## config.mk

```make
export PLATFORM = sky130hd
export DESIGN_NAME = crono_countdown_ctrl_flat
export DESIGN_NICKNAME = d
export VERILOG_FILES = /design/src/rtl/crono_countdown_ctrl_pkg.sv /design/src/rtl/crono_countdown_ctrl_if.sv /design/src/rtl/crono_borrow_dec.sv /design/src/rtl/crono_countdown_ctrl.sv /design/src/flat_wrapper.sv
export SDC_FILE = /design/constraint.sdc
export NUM_CORES = 1
export LEC_CHECK = 0
export CORE_AREA = 5 5 76 78
export CTS_BUF_LIST = sky130_fd_sc_hd__clkbuf_4
export DETAILED_ROUTE_END_ITERATION = 10
export DIE_AREA = 0 0 81 83
export PLACE_DENSITY = 0.74
export SYNTH_ARGS = -nofsm -noshare
export SYNTH_HDL_FRONTEND = slang
export SYNTH_SLANG_ARGS = --single-unit
```

## constraint.sdc

```tcl
create_clock -name clk -period 3.3 [get_ports clk]
set_clock_uncertainty 0.1 [all_clocks]
set_input_delay 0.99 -clock clk [delete_from_list [all_inputs] [get_ports clk]]
set_output_delay 0.99 -clock clk [all_outputs]
set_load 0.1 [all_outputs]
```

## src/rtl/crono_countdown_ctrl_pkg.sv

```systemverilog
// Shared types, field widths and limits for the chronometer countdown sequencer
// and the blocks that reuse its hh:mm:ss arithmetic.
package crono_countdown_ctrl_pkg;

  localparam int HORA_W = 4;
  localparam int MS_W   = 6;

  localparam logic [MS_W-1:0] MAX_MIN = 6'd59;
  localparam logic [MS_W-1:0] MAX_SEG = 6'd59;

  typedef enum logic [1:0] {
    IDLE  = 2'd0,
    RUN   = 2'd1,
    PAUSE = 2'd2,
    RING  = 2'd3
  } crono_state_e;

  function automatic logic [MS_W-1:0] clamp_ms(input logic [MS_W-1:0] val,
                                                input logic [MS_W-1:0] lim);
    logic [MS_W-1:0] res;
    if (val > lim) res = lim;
    else           res = val;
    return res;
  endfunction

endpackage

```

## src/rtl/crono_countdown_ctrl_if.sv

```systemverilog
// Button/tick/preset inputs and countdown/status outputs of the countdown sequencer.
interface crono_countdown_ctrl_if;
  import crono_countdown_ctrl_pkg::*;

  logic              tick_1hz;
  logic              sw_cronometro;
  logic              start_stop;
  logic              clear;
  logic              alarm_ack;
  logic [HORA_W-1:0] preset_hora;
  logic [MS_W-1:0]   preset_min;
  logic [MS_W-1:0]   preset_seg;
  logic [HORA_W-1:0] cnt_hora;
  logic [MS_W-1:0]   cnt_min;
  logic [MS_W-1:0]   cnt_seg;
  logic              running;
  logic              paused;
  logic              alarm;
  logic [1:0]        estado;

  modport master (
    output tick_1hz, sw_cronometro, start_stop, clear, alarm_ack,
           preset_hora, preset_min, preset_seg,
    input  cnt_hora, cnt_min, cnt_seg, running, paused, alarm, estado
  );

  modport slave (
    input  tick_1hz, sw_cronometro, start_stop, clear, alarm_ack,
           preset_hora, preset_min, preset_seg,
    output cnt_hora, cnt_min, cnt_seg, running, paused, alarm, estado
  );

endinterface

```

## src/rtl/crono_borrow_dec.sv

```systemverilog
// Combinational hh:mm:ss decrement with borrow; flags a 00:00:00 result.
// A 00:00:00 input is held rather than wrapped.
module crono_borrow_dec
  import crono_countdown_ctrl_pkg::*;
(
  input  logic [HORA_W-1:0] hora,
  input  logic [MS_W-1:0]   min,
  input  logic [MS_W-1:0]   seg,
  output logic [HORA_W-1:0] hora_dec,
  output logic [MS_W-1:0]   min_dec,
  output logic [MS_W-1:0]   seg_dec,
  output logic              dec_zero
);

  logic in_zero_s;

  assign in_zero_s = (hora == 4'd0) && (min == 6'd0) && (seg == 6'd0);
  assign dec_zero  = (hora_dec == 4'd0) && (min_dec == 6'd0) && (seg_dec == 6'd0);

  // Borrow ripples seconds -> minutes -> hours.
  always_comb begin
    hora_dec = hora;
    min_dec  = min;
    seg_dec  = seg;
    if (in_zero_s) begin
      seg_dec = 6'd0;
    end else if (seg != 6'd0) begin
      seg_dec = seg - 6'd1;
    end else begin
      seg_dec = MAX_SEG;
      if (min != 6'd0) begin
        min_dec = min - 6'd1;
      end else begin
        min_dec  = MAX_MIN;
        hora_dec = hora - 4'd1;
      end
    end
  end

endmodule

```

## src/rtl/crono_countdown_ctrl.sv

```systemverilog
// Countdown sequencer: loads the sanitised preset, counts down on tick_1hz,
// rings for RING_SECS ticks at expiry; adjust mode locks out counting.
module crono_countdown_ctrl
  import crono_countdown_ctrl_pkg::*;
#(
  parameter int RING_SECS = 10,
  parameter int MAX_HORA  = 15
) (
  input  logic                  clk,
  input  logic                  rst,
  crono_countdown_ctrl_if.slave bus
);

  localparam logic [HORA_W-1:0] MAX_HORA_V = HORA_W'(MAX_HORA);
  localparam logic [5:0]        RING_LAST  = 6'(RING_SECS);

  crono_state_e      state_r, state_nxt_s;
  logic [HORA_W-1:0] hora_r, hora_nxt_s, hora_san_s, hora_dec_s;
  logic [MS_W-1:0]   min_r, min_nxt_s, min_san_s, min_dec_s;
  logic [MS_W-1:0]   seg_r, seg_nxt_s, seg_san_s, seg_dec_s;
  logic [5:0]        ring_r, ring_nxt_s;
  logic              running_r, paused_r, alarm_r;
  logic              preset_zero_s, dec_zero_s;

  assign hora_san_s    = (bus.preset_hora > MAX_HORA_V) ? MAX_HORA_V : bus.preset_hora;
  assign min_san_s     = clamp_ms(bus.preset_min, MAX_MIN);
  assign seg_san_s     = clamp_ms(bus.preset_seg, MAX_SEG);
  assign preset_zero_s = (hora_san_s == 4'd0) && (min_san_s == 6'd0) && (seg_san_s == 6'd0);

  crono_borrow_dec u_dec (
    .hora     (hora_r),
    .min      (min_r),
    .seg      (seg_r),
    .hora_dec (hora_dec_s),
    .min_dec  (min_dec_s),
    .seg_dec  (seg_dec_s),
    .dec_zero (dec_zero_s)
  );

  // Next state and count; any entry into IDLE reloads the sanitised preset.
  always_comb begin
    state_nxt_s = state_r;
    hora_nxt_s  = hora_r;
    min_nxt_s   = min_r;
    seg_nxt_s   = seg_r;
    ring_nxt_s  = ring_r;
    case (state_r)
      IDLE: begin
        hora_nxt_s = hora_san_s;
        min_nxt_s  = min_san_s;
        seg_nxt_s  = seg_san_s;
        ring_nxt_s = 6'd0;
        if (bus.clear || bus.sw_cronometro)             state_nxt_s = IDLE;
        else if (bus.start_stop && !preset_zero_s)      state_nxt_s = RUN;
        else                                            state_nxt_s = IDLE;
      end
      RUN: begin
        if (bus.clear) begin
          state_nxt_s = IDLE;
          hora_nxt_s  = hora_san_s;
          min_nxt_s   = min_san_s;
          seg_nxt_s   = seg_san_s;
        end else if (bus.sw_cronometro || bus.start_stop) begin
          state_nxt_s = PAUSE;
        end else if (bus.tick_1hz) begin
          hora_nxt_s = hora_dec_s;
          min_nxt_s  = min_dec_s;
          seg_nxt_s  = seg_dec_s;
          if (dec_zero_s) begin
            state_nxt_s = RING;
            ring_nxt_s  = 6'd0;
          end else begin
            state_nxt_s = RUN;
          end
        end else begin
          state_nxt_s = RUN;
        end
      end
      PAUSE: begin
        if (bus.clear) begin
          state_nxt_s = IDLE;
          hora_nxt_s  = hora_san_s;
          min_nxt_s   = min_san_s;
          seg_nxt_s   = seg_san_s;
        end else if (bus.start_stop && !bus.sw_cronometro) begin
          state_nxt_s = RUN;
        end else begin
          state_nxt_s = PAUSE;
        end
      end
      RING: begin
        hora_nxt_s = 4'd0;
        min_nxt_s  = 6'd0;
        seg_nxt_s  = 6'd0;
        if (bus.clear || bus.alarm_ack || bus.start_stop ||
            (bus.tick_1hz && (ring_r + 6'd1 == RING_LAST))) begin
          state_nxt_s = IDLE;
          ring_nxt_s  = 6'd0;
          hora_nxt_s  = hora_san_s;
          min_nxt_s   = min_san_s;
          seg_nxt_s   = seg_san_s;
        end else if (bus.tick_1hz) begin
          ring_nxt_s = ring_r + 6'd1;
        end else begin
          state_nxt_s = RING;
        end
      end
      default: begin
        state_nxt_s = IDLE;
        hora_nxt_s  = 4'd0;
        min_nxt_s   = 6'd0;
        seg_nxt_s   = 6'd0;
        ring_nxt_s  = 6'd0;
      end
    endcase
  end

  // State, count, ring counter and decoded status flags update together.
  always_ff @(posedge clk or negedge rst) begin
    if (!rst) begin
      state_r   <= IDLE;
      hora_r    <= 4'd0;
      min_r     <= 6'd0;
      seg_r     <= 6'd0;
      ring_r    <= 6'd0;
      running_r <= 1'b0;
      paused_r  <= 1'b0;
      alarm_r   <= 1'b0;
    end else begin
      state_r   <= state_nxt_s;
      hora_r    <= hora_nxt_s;
      min_r     <= min_nxt_s;
      seg_r     <= seg_nxt_s;
      ring_r    <= ring_nxt_s;
      running_r <= (state_nxt_s == RUN);
      paused_r  <= (state_nxt_s == PAUSE);
      alarm_r   <= (state_nxt_s == RING);
    end
  end

  assign bus.cnt_hora = hora_r;
  assign bus.cnt_min  = min_r;
  assign bus.cnt_seg  = seg_r;
  assign bus.running  = running_r;
  assign bus.paused   = paused_r;
  assign bus.alarm    = alarm_r;
  assign bus.estado   = state_r;

endmodule

```

## src/flat_wrapper.sv

```systemverilog
// flat-port wrapper written by rule: the top's interface ports become plain ports
module crono_countdown_ctrl_flat import crono_countdown_ctrl_pkg::*;
#(
  parameter int RING_SECS = 10,
  parameter int MAX_HORA  = 15
)
  (clk, rst, bus_tick_1hz, bus_sw_cronometro, bus_start_stop, bus_clear, bus_alarm_ack, bus_preset_hora, bus_preset_min, bus_preset_seg, bus_cnt_hora, bus_cnt_min, bus_cnt_seg, bus_running, bus_paused, bus_alarm, bus_estado);
  crono_countdown_ctrl_if bus_i ();
  input  logic clk;
  input  logic rst;
  input wire logic [$bits(bus_i.tick_1hz)-1:0] bus_tick_1hz;
  input wire logic [$bits(bus_i.sw_cronometro)-1:0] bus_sw_cronometro;
  input wire logic [$bits(bus_i.start_stop)-1:0] bus_start_stop;
  input wire logic [$bits(bus_i.clear)-1:0] bus_clear;
  input wire logic [$bits(bus_i.alarm_ack)-1:0] bus_alarm_ack;
  input wire logic [$bits(bus_i.preset_hora)-1:0] bus_preset_hora;
  input wire logic [$bits(bus_i.preset_min)-1:0] bus_preset_min;
  input wire logic [$bits(bus_i.preset_seg)-1:0] bus_preset_seg;
  output wire logic [$bits(bus_i.cnt_hora)-1:0] bus_cnt_hora;
  output wire logic [$bits(bus_i.cnt_min)-1:0] bus_cnt_min;
  output wire logic [$bits(bus_i.cnt_seg)-1:0] bus_cnt_seg;
  output wire logic [$bits(bus_i.running)-1:0] bus_running;
  output wire logic [$bits(bus_i.paused)-1:0] bus_paused;
  output wire logic [$bits(bus_i.alarm)-1:0] bus_alarm;
  output wire logic [$bits(bus_i.estado)-1:0] bus_estado;
  assign bus_i.tick_1hz = bus_tick_1hz;
  assign bus_i.sw_cronometro = bus_sw_cronometro;
  assign bus_i.start_stop = bus_start_stop;
  assign bus_i.clear = bus_clear;
  assign bus_i.alarm_ack = bus_alarm_ack;
  assign bus_i.preset_hora = bus_preset_hora;
  assign bus_i.preset_min = bus_preset_min;
  assign bus_i.preset_seg = bus_preset_seg;
  assign bus_cnt_hora = bus_i.cnt_hora;
  assign bus_cnt_min = bus_i.cnt_min;
  assign bus_cnt_seg = bus_i.cnt_seg;
  assign bus_running = bus_i.running;
  assign bus_paused = bus_i.paused;
  assign bus_alarm = bus_i.alarm;
  assign bus_estado = bus_i.estado;
  crono_countdown_ctrl #(.RING_SECS(RING_SECS), .MAX_HORA(MAX_HORA)) u_core (.clk(clk), .rst(rst), .bus(bus_i));
endmodule
```

Yosys cells after proc, flatten, opt, wreduce, memory -nomap -nowiden
Index checks and enable logic that the tools add are counted.
{"block": "totals", "register_bits": 27, "output_inout_bits": 21, "inputBits": 23, "word_cells": 108}
{"block": "op_classes", "add_sub_neg": 4, "n_lt_le_gt_ge": 3, "muxes": 47, "n_reduce_logical": 31, "n_eq_ne": 15}
{"operator": "6-bit 2-to-1 mux", "n": 23}
{"operator": "6-bit one-hot mux with 4 select lines", "n": 2}
{"operator": "6-bit logical NOT", "n": 6}
{"operator": "4-bit 2-to-1 mux", "n": 9}
{"operator": "2-bit 2-to-1 mux", "n": 9}
{"operator": "6-bit one-hot mux with 3 select lines", "n": 1}
{"operator": "4-bit one-hot mux with 4 select lines", "n": 1}
{"operator": "6-bit greater-than comparator, second input constant", "n": 2}
{"operator": "4-bit logical NOT", "n": 3}
{"operator": "6-bit nonzero test", "n": 2}
{"operator": "6-bit by 1-bit subtractor with 6-bit output, second input constant", "n": 2}
{"operator": "1-bit logical AND", "n": 9}
{"operator": "2-bit equality test, second input constant", "n": 4}
{"operator": "2-bit inequality test, second input constant", "n": 4}
{"operator": "2-bit one-hot mux with 4 select lines", "n": 1}
{"operator": "6-bit by 1-bit adder with 6-bit output, second input constant", "n": 1}
{"operator": "6-bit by 4-bit equality test with 1-bit output, second input constant", "n": 1}
{"operator": "3-bit inequality test, second input constant", "n": 2}
{"operator": "6-bit AND reduction", "n": 1}
{"operator": "1-bit logical OR", "n": 5}
{"operator": "2-bit by 1-bit equality test with 1-bit output, second input constant", "n": 2}
{"operator": "4-bit greater-than comparator, second input constant", "n": 1}
{"operator": "4-bit by 1-bit subtractor with 4-bit output, second input constant", "n": 1}
{"operator": "3-bit by 2-bit inequality test with 1-bit output, second input constant", "n": 1}
{"operator": "6 further kinds", "n": 7}

Depth between registers and ports, before layout
{"block": "depth", "word_depth": 13, "ltp_mapped": 9, "depth_no_buf": 8}

Hierarchy
A second synthesis with hierarchy kept.
{"block": "unflattened", "cells_unflattened": 266, "hier_area_um2": 2328.5}
{"mod": "crono_countdown_ctrl", "seq_area_each_um2": 675.6, "area_per_inst_um2": 1746.7, "cells_per_inst": 177, "n_inst": 1}
{"mod": "crono_borrow_dec", "seq_area_each_um2": 0.0, "area_per_inst_um2": 581.8, "cells_per_inst": 89, "n_inst": 1}

Worst setup path after synthesis
OpenSTA, ideal clock, no wires.
{"block": "synth_timing", "path_kind": "register to register", "start": "reg u_core.seg_r[1] (netlist: u_core.bus.cnt_seg[1])", "end": "reg u_core.ring_r[3]", "arrival_ns": 2.982, "setup_ns": 0.136, "period_less_slack_ns": 3.219, "t_required_ns": 3.064, "path_buffers": 0, "stages_incl_launch_ff": 9, "slack_ns": 0.081, "cell_sequence": "dfrtp_1 > inv_1 > ha_1 > or3b_1 > or4b_4 > mux2i_1 > a221o_2 > nor4_1 > o32ai_1"}
{"block": "synth_via", "elab_chain_cells": 8, "word_cells_on_any_way": 17, "cone_classes": "add/sub (1); eq/ne (1); mux (6); reduce/logical (9)"}
{"element": "start: declaration", "line_no": "crono_countdown_ctrl.sv:20", "text": "logic [MS_W-1:0] seg_r, seg_nxt_s, seg_san_s, seg_dec_s;"}
{"element": "start signal: assignment", "line_no": "crono_countdown_ctrl.sv:133", "text": "seg_r <= seg_nxt_s;"}
{"element": "parallel branches: the longest is 5 deep, another holds 6-bit by 1-bit subtractor with 6-bit output"}
{"element": "1-bit logical AND (*)", "line_no": "crono_borrow_dec.sv:18", "text": "assign dec_zero = (hora_dec == 4'd0) && (min_dec == 6'd0) && (seg_dec == 6'd0);"}
{"element": "2-bit by 1-bit inequality test with 1-bit output (no line) (*)"}
{"element": "6-bit AND reduction (no line) (*)"}
{"element": "end signal: assignment", "line_no": "crono_countdown_ctrl.sv:134", "text": "ring_r <= ring_nxt_s;"}
{"element": "end: declaration", "line_no": "crono_countdown_ctrl.sv:21", "text": "logic [5:0] ring_r, ring_nxt_s;"}
Every way passes the cells marked *.
A chain may end at the register's enable or synchronous reset.

Worst setup path after layout
{"block": "layout_timing", "start": "in bus_tick_1hz", "end": "reg u_core.running_r (netlist: u_core.bus.running)"}
{"block": "layout_via", "elab_chain_cells": 5, "word_cells_on_any_way": 9, "cone_classes": "eq/ne (1); mux (6); reduce/logical (2)"}
{"element": "start: declaration", "line_no": "flat_wrapper.sv:11", "text": "input wire logic [$bits(bus_i.tick_1hz)-1:0] bus_tick_1hz;"}
{"element": "2-bit 2-to-1 mux / 1-bit logical AND (equally long branches)", "line_no": "crono_countdown_ctrl.sv:65, crono_countdown_ctrl.sv:96"}
{"element": "2-bit 2-to-1 mux / 1-bit logical OR (equally long branches)", "line_no": "crono_countdown_ctrl.sv:63, crono_countdown_ctrl.sv:95"}
{"element": "2-bit 2-to-1 mux, on equally long branches", "line_no": "crono_countdown_ctrl.sv:58, crono_countdown_ctrl.sv:95"}
{"element": "2-bit one-hot mux with 4 select lines (*)", "line_no": "crono_countdown_ctrl.sv:47", "text": "case (state_r)"}
{"element": "2-bit by 1-bit equality test with 1-bit output (*)", "line_no": "crono_countdown_ctrl.sv:135", "text": "running_r <= (state_nxt_s == RUN);"}
{"element": "end signal: assignment", "line_no": "crono_countdown_ctrl.sv:135"}
{"element": "end: declaration", "line_no": "crono_countdown_ctrl.sv:22", "text": "logic running_r, paused_r, alarm_r;"}
Every way passes the cells marked *; elsewhere a longest branch is shown, timed or not.

==> metrics <==
vias=about 2600; Pleak=around 0.0012 uW; start-to-end type of the worst setup path=in -> reg; CP startpoint kind=primary input; max-slew violations=0; commonest non-fill, non-tap cell in the layout=buf_4; CTS Buffer Depth=2; critical hold path startpoint=u_core.ring_r[5]$_DFFE_PN0P_; crit path cell chain=clkdlybuf4s50_1 > buf_4 > nor4b_1 > o211ai_1 > a211oi_1 > and4_1 > nand4_1 > and3b_1; setup_tns=0 ps; Total Nets Final=380; pwr dens=358 mW/mm^2; iteration-0 DRC count of the detailed router=245; Crit. Startpoint=bus_tick_1hz; Synthesis Warnings=0; post-synthesis sequential area ratio=between 20% and 30%; Main synth FF type=dfrtp_1; CP max FO=3; Detailed Route WL=7590 microns; EDFF count, synth=0; slowest cell delay on critical path=approximately 470 ps; DP Area=0.00291 sq mm; drt drc=0; Peak VDD IR=216 uV; global-route wire length before repair=12300 microns; Port Buffers=43; Die X=81 microns; Detailed Place HPWL=5840 microns; RSZ-0062 raised after global routing=false; Reg clk slew, reported paths=~140 ps; Ports=between 40 and 50; maxcap violations=0; cell area after synthesis=0.00239 sq mm; area grow syn2layout=23.3%; most frequent cells in the layout=buf_4 (44), dfrtp_1 (27), nor2_1 (26); Period Utilization, post-route=between 90% and 100%; initial core utilization=between 40% and 50%; share of layout cells above drive strength 1=18.3%; critical path arrival=3180 ps; CTS H-Tree Depth=1; Rows=26; dpl cells=416; Die Height=a little over 80 microns; required time of the critical path=around 3400 ps; via-per-instance ratio=6.30; synthesized instance count=296; register bit count reported by yosys=27; HP Class=reg -> reg; Final Setup Violations=0; final hold vios=0; Place WS=-18.2 ps; syn nets=325; Fmax=0.327 GHz; distinct cell type count after synthesis=64; # clock sinks=27; # resized after CTS=0; GP Congestion=0.980; asr flop ratio synth=100%; total grt overflow=0; beginning of the worst register-to-register path=u_core.bus.cnt_seg[0]$_DFFE_PN0P_; CTS Root Cell=clkbuf_4; initial antenna violation count=0; number of global-route vias before repair=~2500; design area=between 0.002 and 0.003 sq mm; Slew HR=between 60% and 70%; status=completed; postcts setup bufs=0; n_diodes=0; clk_lat worst skew=about 340 ps; final core occ=58.8%; Inserted Clock Buffers=3; mean post-synth cell area=8.07 sq um; die area=approximately 0.0067 sq mm; Pre-antenna DRT Iters=6; Slowest-stage cell, CP=clkdlybuf4s50_1; WL/cell=18.1 microns; final setup margin=246 ps; Core ar.=roughly 0.005 sq mm; Slew @ Worst Pin=529 ps; CP endpoint kind=flop; min Tclk post-route=3050 ps; gr usage total=a little under a quarter; TritonCTS clock tree=done; CTS Hold Bufs=0; filler-free cell count of the finished design=420; antenna-violating nets left=0; largest net degree at the start of global routing=28
per-layer routing:
layer	share of wire, %	up-vias	track usage [%]
met4	2.1	0	6.76
met1	45	1253	32.5
met2	44	135	34.9
met3	8.5	16	3.57
met5	0	-	0
li1	-	1243	-
path summary, 6_finish.rpt:
| path | endpoint | slack, ps | depth (start not counted) |
|---|---|---|---|
| worst max-delay path | u_core.bus.running$_DFF_PN0_ | 250 | 8 |
| worst min-delay path | u_core.ring_r[5]$_DFFE_PN0P_ | 420 | 1 |
| worst max register to register | u_core.bus.running$_DFF_PN0_ | 300 | 9 |
| worst min register to register | u_core.ring_r[5]$_DFFE_PN0P_ | 420 | 1 |
| max in group asynchronous | u_core.bus.cnt_min[2]$_DFFE_PN0P_ | 1910 | 2 |
| min in group asynchronous | u_core.bus.cnt_hora[0]$_DFFE_PN0P_ | 910 | 2 |
cell families after synthesis:
| group | synth area share [%] |
|---|---|
| buffers and inverters | 7.34 |
| adders and majority gates | 3.14 |
| DFF | 28.3 |
| and+or+nand+nor | 33.1 |
| AOI/OAI and AO/OA | 26.2 |
| xor gates and xnor gates | 1.10 |
| muxes | 0.839 |
per-stage QoR:
stage / hold slack (ps) / power (uW)
after floorplan: 353 / 747
after global placement: 388 / 888
after detailed placement: 387 / 892
after CTS: 416 / 1050
after global routing: 449 / 1100
final: 418 / 1050
cell type report:
class	instances	area, sq um
Inverter	17	63.8
Tap cell	70	87.6
Fill cell	481	2070
Sequential cell	27	676
Clock buffer	4	30.0
Multi-Input combinational cell	236	1540
Timing Repair Buffer	66	551
registers in the layout, indices dropped and copies added, names as in the netlist:
register,flops
u_core.bus.cnt_hora,4
u_core.bus.cnt_min,6
u_core.ring_r,6
u_core.bus.cnt_seg,6
u_core.bus.paused,1
u_core.bus.alarm,1
u_core.bus.estado,2
u_core.bus.running,1
Yosys cell counts, drive strengths merged (3+ instances only):
cell type / instances / area (sq um)
nor4: 11 / 68.8
nor3: 10 / 50.1
clkbuf: 10 / 57.6
ha: 6 / 75.1
and2: 4 / 25.0
a31oi: 4 / 25.0
nand2b: 7 / 43.8
a32oi: 4 / 42.6
nand2: 20 / 75.1
nand3: 15 / 75.1
nor2: 27 / 109
o31ai: 3 / 22.5
o21ai: 22 / 110
or4: 4 / 30.0
and3: 4 / 25.0
dfrtp: 27 / 676
nor4b: 3 / 41.3
nand4: 8 / 50.1
buf: 6 / 53.8
xnor2: 3 / 26.3
a211oi: 3 / 27.5
a21o: 4 / 32.5
o211ai: 6 / 45.0
inv: 17 / 63.8
a221oi: 5 / 43.8
or2: 5 / 31.3
nor3b: 4 / 46.3
a21oi: 18 / 90.1
o21a: 3 / 22.5
o32ai: 4 / 35.0
power breakdown:
part / total, uW / leakage, uW / switching [uW] / internal, uW
Sequential: 392 / 0.000340 / 36.7 / 355
Combinational: 500 / 0.000854 / 349 / 151
Clock: 162 / 0.0000184 / 107 / 55.5
Total: 1050 / 0.00121 / 493 / 561
critical path: cells and delay by family:
kind | cells | cell delay (ps)
AOI/OAI and AO/OA | 2 | 450
and+or+nand+nor | 4 | 1150
buffers and inverters | 2 | 610
(Power assumes the default switching activity.)
